File: src/rtl/vga_timing_gen.sv
// Raster timing generator: hs/vs, pixel coordinates, display enable and end-of-frame strobe.
// Optional VGA_TIMING_PIX_DIV_EN: internal divide-by-2 pixel enable replaces pix_en.
module vga_timing_gen #(
    parameter int   H_ACTIVE = 640,
    parameter int   H_FP     = 16,
    parameter int   H_SYNC   = 96,
    parameter int   H_BP     = 48,
    parameter int   V_ACTIVE = 480,
    parameter int   V_FP     = 10,
    parameter int   V_SYNC   = 2,
    parameter int   V_BP     = 33,
    parameter logic H_POL    = 1'b0,
    parameter logic V_POL    = 1'b0
) (
    input  logic        clk,
    input  logic        rst,
    input  logic        pix_en,
    output logic        hs,
    output logic        vs,
    output logic [10:0] x,
    output logic [10:0] y,
    output logic        de,
    output logic        frame_end
);
    localparam int H_TOTAL = H_ACTIVE + H_FP + H_SYNC + H_BP;
    localparam int V_TOTAL = V_ACTIVE + V_FP + V_SYNC + V_BP;

    localparam logic [10:0] H_LAST   = 11'(H_TOTAL - 1);
    localparam logic [10:0] V_LAST   = 11'(V_TOTAL - 1);
    localparam logic [10:0] H_ACT    = 11'(H_ACTIVE);
    localparam logic [10:0] V_ACT    = 11'(V_ACTIVE);
    localparam logic [10:0] HS_START = 11'(H_ACTIVE + H_FP);
    localparam logic [10:0] HS_END   = 11'(H_ACTIVE + H_FP + H_SYNC);
    localparam logic [10:0] VS_START = 11'(V_ACTIVE + V_FP);
    localparam logic [10:0] VS_END   = 11'(V_ACTIVE + V_FP + V_SYNC);

    logic        adv;
    logic [10:0] x_nxt, y_nxt;

`ifdef VGA_TIMING_PIX_DIV_EN
    // Toggle is 0 on the first edge after reset, so the first advance lands on the 2nd edge.
    logic tog;
    logic unused_pix_en;

    always_ff @(posedge clk or negedge rst) begin
        if (!rst) tog <= 1'b0;
        else      tog <= ~tog;
    end

    assign adv           = tog;
    assign unused_pix_en = pix_en;
`else
    assign adv = pix_en;
`endif

    always_comb begin
        x_nxt = x;
        y_nxt = y;
        if (adv) begin
            if (x == H_LAST) begin
                x_nxt = '0;
                y_nxt = (y == V_LAST) ? '0 : y + 11'd1;
            end else begin
                x_nxt = x + 11'd1;
            end
        end
    end

    // Decode from the next counts so registered sync/de line up with the registered x/y.
    always_ff @(posedge clk or negedge rst) begin
        if (!rst) begin
            x         <= '0;
            y         <= '0;
            hs        <= ~H_POL;
            vs        <= ~V_POL;
            de        <= 1'b1;
            frame_end <= 1'b0;
        end else begin
            x         <= x_nxt;
            y         <= y_nxt;
            hs        <= (x_nxt >= HS_START && x_nxt < HS_END) ? H_POL : ~H_POL;
            vs        <= (y_nxt >= VS_START && y_nxt < VS_END) ? V_POL : ~V_POL;
            de        <= (x_nxt < H_ACT) && (y_nxt < V_ACT);
            frame_end <= (x_nxt == H_LAST) && (y_nxt == V_LAST);
        end
    end

endmodule

File: config.mk
export PLATFORM = sky130hd
export DESIGN_NAME = vga_timing_gen
export DESIGN_NICKNAME = d
export VERILOG_FILES = /design/src/rtl/vga_timing_gen.sv
export SDC_FILE = /design/constraint.sdc
export NUM_CORES = 1
export LEC_CHECK = 0
export ABC_AREA = 1
export BUFFER_PORTS_ARGS = -buffer_cell sky130_fd_sc_hd__buf_4
export CAP_MARGIN = 20
export CORE_ASPECT_RATIO = 0.7
export CORE_UTILIZATION = 25
export CTS_CLUSTER_SIZE = 16
export DETAILED_ROUTE_END_ITERATION = 6
export PLACE_DENSITY = 0.46
export SYNTH_ARGS = -nofsm -noshare
export SYNTH_HDL_FRONTEND = slang
export SYNTH_SLANG_ARGS = --single-unit
File: constraint.sdc
create_clock -name clk -period 2.27 [get_ports clk]
set_input_delay 0.3405 -clock clk [delete_from_list [all_inputs] [get_ports clk]]
set_output_delay 0.3405 -clock clk [all_outputs]
set_load 0.05 [all_outputs]
==> impl_results.html <==
<table>
<tr><th>Metric</th><th>Value</th></tr>
<tr><th colspan="2">Synthesis</th></tr>
<tr><td>Proportion of synthesized area in mux cells</td><td>0</td></tr>
<tr><td>Mean post-synth cell area</td><td>about 6.6 um^2</td></tr>
<tr><td>Share of flip-flops with an asynchronous set or reset after synthesis</td><td>1.00</td></tr>
<tr><td>Synthesized netlist net count</td><td>270</td></tr>
<tr><td>Count of distinct cell types in the synthesized netlist</td><td>27</td></tr>
<tr><td>Cells after synthesis</td><td>roughly 260</td></tr>
<tr><td>Number of synthesis warnings</td><td>0</td></tr>
<tr><td>Share of the yosys chip area belonging to registers</td><td>0.377</td></tr>
<tr><td>Number of flops mapped to enable cells by yosys</td><td>0</td></tr>
<tr><td>Post-synth top area cell</td><td>sky130_fd_sc_hd__dfrtp_1</td></tr>
<tr><td>Fraction of synthesized cell area taken by the top area cell type</td><td>0.332</td></tr>
<tr><td>Post-synthesis simple-gate area fraction</td><td>0.455</td></tr>
<tr><td>Post-synthesis adder-cell area fraction</td><td>0.0216</td></tr>
<tr><td>Area contributors post-synth</td><td>sky130_fd_sc_hd__dfrtp_1 33%, sky130_fd_sc_hd__nand2_1 18%, sky130_fd_sc_hd__inv_1 8.9%</td></tr>
<tr><td>Area fraction in compound gates after synthesis</td><td>0.0324</td></tr>
<tr><td>Netlist area before placement</td><td>~1700 um^2</td></tr>
<tr><td>Seq cells post-synth</td><td>26</td></tr>
<tr><td>Main combinational cell family by area after synthesis</td><td>simple AND/OR/NAND/NOR gates</td></tr>
<tr><td>Ys flop type</td><td>sky130_fd_sc_hd__dfrtp_1</td></tr>
<tr><td>XOR/XNOR Fraction of Synth Area</td><td>0.0101</td></tr>
<tr><th colspan="2">Timing</th></tr>
<tr><td>Endpoints failing hold</td><td>0</td></tr>
<tr><td>Setup repair after global routing missed its margin</td><td>false</td></tr>
<tr><td>Max_slew headroom</td><td>0.764</td></tr>
<tr><td>Setup Total Neg Slack</td><td>0 ns</td></tr>
<tr><td>Least-Margin Pin Slew</td><td>between 0.3 and 0.4 ns</td></tr>
<tr><td>Post-route minimum period</td><td>2.01 ns</td></tr>
<tr><td>Max frequency</td><td>0.499 GHz</td></tr>
<tr><td>Least setup slack across all paths after layout</td><td>between 0.2 and 0.3 ns</td></tr>
<tr><td>Number of slew-limit violations in the final report</td><td>0</td></tr>
<tr><td>Setup violation total in the final timing report</td><td>0</td></tr>
<tr><td>Skew final</td><td>0.00229 ns</td></tr>
<tr><td>Final Cycle Share</td><td>0.883</td></tr>
<tr><th colspan="2">Power</th></tr>
<tr><td>Power per Cell Area</td><td>about 690 nW/um^2</td></tr>
<tr><td>Clock network fraction of total power</td><td>0.265</td></tr>
<tr><td>Cell internal power dissipation</td><td>around 900 uW</td></tr>
<tr><td>Lkg Pwr</td><td>0.00112 uW</td></tr>
<tr><td>Switching power of the nets</td><td>a little under 600 uW</td></tr>
<tr><td>Logic gate share of total power</td><td>0.338</td></tr>
<tr><td>Sequential share of power</td><td>0.397</td></tr>
<tr><td>Fraction of power spent switching nets</td><td>0.403</td></tr>
<tr><td>Largest vdd supply drop</td><td>0.225 mV</td></tr>
<tr><th colspan="2">Final layout</th></tr>
<tr><td>Number of filler cells placed in the layout</td><td>~710</td></tr>
<tr><td>Synthesis-to-layout area growth</td><td>24.2%</td></tr>
<tr><td>Commonest non-fill, non-tap cells in the layout</td><td>84 x sky130_fd_sc_hd__nand2_1, 41 x sky130_fd_sc_hd__inv_1, 39 x sky130_fd_sc_hd__nor2_1</td></tr>
<tr><td>Final #Nets</td><td>305</td></tr>
<tr><td>Fraction of final layout cells with drive strength greater than 1</td><td>0.171</td></tr>
<tr><td>Final instance area</td><td>~2200 um^2</td></tr>
<tr><td>Most frequent standard cell in the layout excluding fill and tap cells</td><td>sky130_fd_sc_hd__nand2_1</td></tr>
<tr><td>Diode count</td><td>0</td></tr>
<tr><th colspan="2">Global routing</th></tr>
<tr><td>Total congestion overflow</td><td>0</td></tr>
<tr><td>Global-route wire length before repair</td><td>8200 um</td></tr>
<tr><td>Total Routing Usage GR</td><td>0.150</td></tr>
<tr><td>Number of global-route vias before repair</td><td>1573</td></tr>
<tr><td>Initial antenna violation count</td><td>0</td></tr>
<tr><td>Largest net degree at the start of global routing</td><td>27</td></tr>
<tr><th colspan="2">Critical path</th></tr>
<tr><td>CP endpoint kind</td><td>flip-flop</td></tr>
<tr><td>R2R Path End</td><td>frame_end</td></tr>
<tr><td>Setup Crit Path Kind</td><td>flip-flop to flip-flop</td></tr>
<tr><td>Depth of the most critical reg-to-reg path</td><td>13</td></tr>
<tr><td>Required time reported for the critical path endpoint</td><td>between 2 and 2.5 ns</td></tr>
<tr><td>Flop-to-flop setup slack</td><td>0.26 ns</td></tr>
<tr><td>FF-to-FF Start</td><td>x[0]</td></tr>
<tr><td>Startpoint types</td><td>flip-flop</td></tr>
<tr><td>Crit-path max FO</td><td>7</td></tr>
<tr><td>Arrival @ worst endpoint</td><td>approximately 2.2 ns</td></tr>
<tr><th colspan="2">Floorplanning</th></tr>
<tr><td>Std-Cell Core Area</td><td>6460 um^2</td></tr>
<tr><td>Number of primary I/O pins</td><td>29</td></tr>
<tr><td>Number of standard-cell rows in the floorplan</td><td>24</td></tr>
<tr><td>Die outline height</td><td>around 72 um</td></tr>
<tr><td>Initial core utilization</td><td>0.269</td></tr>
<tr><td>Die outline area</td><td>approximately 7300 um^2</td></tr>
<tr><td>Horizontal extent of the die</td><td>102 um</td></tr>
<tr><th colspan="2">Detailed routing</th></tr>
<tr><td>Number of remaining DRC errors</td><td>0</td></tr>
<tr><td>Final routed wire length divided by cell count</td><td>13.2 um</td></tr>
<tr><td>Post-DRT Antenna Nets</td><td>0</td></tr>
<tr><td>Total detailed-routing wirelength</td><td>~5100 um</td></tr>
<tr><td>Post-DR vias/cell</td><td>roughly 4.4</td></tr>
<tr><td>DRT iter0 DRCs</td><td>150</td></tr>
<tr><td>Number of optimization iterations in the first detailed-route pass</td><td>4</td></tr>
<tr><td>Routed via count</td><td>about 1700</td></tr>
<tr><th colspan="2">Worst hold path</th></tr>
<tr><td>Worst hold path class</td><td>input port to flip-flop</td></tr>
<tr><td>Worst Hold Path EP</td><td>x[2]</td></tr>
<tr><td>Number of instances on the worst hold path</td><td>3</td></tr>
<tr><td>Launch point of the worst hold path</td><td>pix_en</td></tr>
<tr><th colspan="2">CTS</th></tr>
<tr><td>Maximum level of the CTS H-tree</td><td>1</td></tr>
<tr><td>Worst-Skew Late Latency</td><td>around 0.27 ns</td></tr>
<tr><td>Clock Path Buffers</td><td>2</td></tr>
<tr><td>Clock net sink count</td><td>26</td></tr>
<tr><td>Clock transition time at the flip-flop clock pins of the worst setup and hold paths</td><td>approximately 0.090 ns</td></tr>
<tr><td>CTS root buffer</td><td>sky130_fd_sc_hd__clkbuf_8</td></tr>
<tr><td>TritonCTS clock tree</td><td>yes</td></tr>
<tr><td>Number of buffers created by CTS</td><td>3</td></tr>
<tr><td># Post-CTS Setup Buffers</td><td>0</td></tr>
<tr><th colspan="2">Place</th></tr>
<tr><td>Port Buffer Count</td><td>28</td></tr>
<tr><td>Post-DP Area</td><td>between 2000 and 2500 um^2</td></tr>
<tr><td>Final RePlAce weighted congestion</td><td>around 0.82</td></tr>
<tr><td>Placed wire-length estimate after detailed placement</td><td>slightly above 4000 um</td></tr>
<tr><td>Setup Slack @ Placement</td><td>0.194 ns</td></tr>
<tr><th colspan="2">Status</th></tr>
<tr><td>Outcome</td><td>finished, final reports clean</td></tr>
<tr><th colspan="2">Run</th></tr>
<tr><td>Number of max-cap violations</td><td>0</td></tr>
</table>
state kept, by name, summed over array words and instances, names as in the netlist:
| signal | flops |
|---|---|
| de | 1 |
| frame_end | 1 |
| hs | 1 |
| vs | 1 |
| x | 11 |
| y | 11 |
cells in the mapped netlist, types with 2 or more instances:
cell type,n
sky130_fd_sc_hd__inv_1,41
sky130_fd_sc_hd__dfstp_2,3
sky130_fd_sc_hd__buf_4,2
sky130_fd_sc_hd__nor2_2,3
sky130_fd_sc_hd__nand4_1,5
sky130_fd_sc_hd__o21ai_1,2
sky130_fd_sc_hd__nor2_1,40
sky130_fd_sc_hd__inv_2,2
sky130_fd_sc_hd__ha_1,3
sky130_fd_sc_hd__nor3_1,6
sky130_fd_sc_hd__dfrtp_1,23
sky130_fd_sc_hd__nand2_1,84
sky130_fd_sc_hd__nand3_1,30
sky130_fd_sc_hd__o21ai_0,7
repair_timing:
item                       CTS  global route
hold endpoints to repair    23             0
hold buffers                 1             0
setup endpoints to repair    0             2
gates resized for setup      0             2
through the flow:
stage,instances,utilization,hold slack (ns),power (uW)
2_1_floorplan,264,-,0.0449,938
3_3_place_gp,384,0.320,0.283,1100
3_5_place_dp,384,0.320,0.286,1090
4_1_cts,389,0.333,0.478,1490
5_1_grt,389,0.334,0.502,1560
6_report,389,0.334,0.487,1480
critical path, cell delays in order, from the launching register on:
cell,delay (ns)
sky130_fd_sc_hd__dfrtp_1,0.42
sky130_fd_sc_hd__ha_1,0.27
sky130_fd_sc_hd__inv_1,0.13
sky130_fd_sc_hd__nor2_8,0.20
sky130_fd_sc_hd__nand2_4,0.07
sky130_fd_sc_hd__nor2_4,0.18
sky130_fd_sc_hd__nand2_1,0.10
sky130_fd_sc_hd__nand2_1,0.06
sky130_fd_sc_hd__nand2_1,0.05
sky130_fd_sc_hd__nor2_1,0.11
sky130_fd_sc_hd__nor2_2,0.07
sky130_fd_sc_hd__nor2_1,0.15
sky130_fd_sc_hd__nand2_1,0.07
sky130_fd_sc_hd__nor2_1,0.08
cell families after synthesis:
family	after synthesis
flops	26
fa+ha+maj	3
compound gates	11
xor+xnor	2
simple gates	176
buf+inv	46
worst max-delay path by stage:
stage / start / end / slack (ns) / depth (start not counted)
5_1_grt: x[0] / frame_end / 0.01 / 13
3_3_place_gp: x[0] / frame_end / 0.24 / 11
4_1_cts: x[0] / frame_end / 0.18 / 11
3_5_place_dp: x[0] / frame_end / 0.19 / 11
6_report: x[0] / frame_end / 0.26 / 13
2_1_floorplan: x[0] / frame_end / 0.22 / 13
area by class of cell:
cell class                      count  area [um^2]  share of cell area
Clock inverter                      1         30.0              0.0139
Inverter                           44          165              0.0766
Clock buffer                        3         41.3              0.0192
Multi-Input combinational cell    192          908               0.421
Tap cell                           91          114              0.0528
Sequential cell                    26          654               0.304
Timing Repair Buffer               32          243               0.113
per-layer routing:
metal	routed length, um	vias to the layer above	GRT usage	share of wire
li1	-	882	-	-
met1	2790	781	0.248	0.55
met2	1960	48	0.197	0.38
met3	345	2	0.0263	0.067
met4	24	0	0.0242	0.0047
met5	0	-	0	0
power groups by stage:
| stage | clock network [uW] | registers, uW | logic (uW) |
|---|---|---|---|
| finish | 391 | 587 | 500 |
| global route | 425 | 596 | 541 |
| detailed placement | 0 | 593 | 499 |
| global placement | 0 | 595 | 504 |
| floorplan | 0 | 747 | 191 |
| CTS | 409 | 586 | 500 |
No activity file was read; power rests on OpenSTA's default activity.
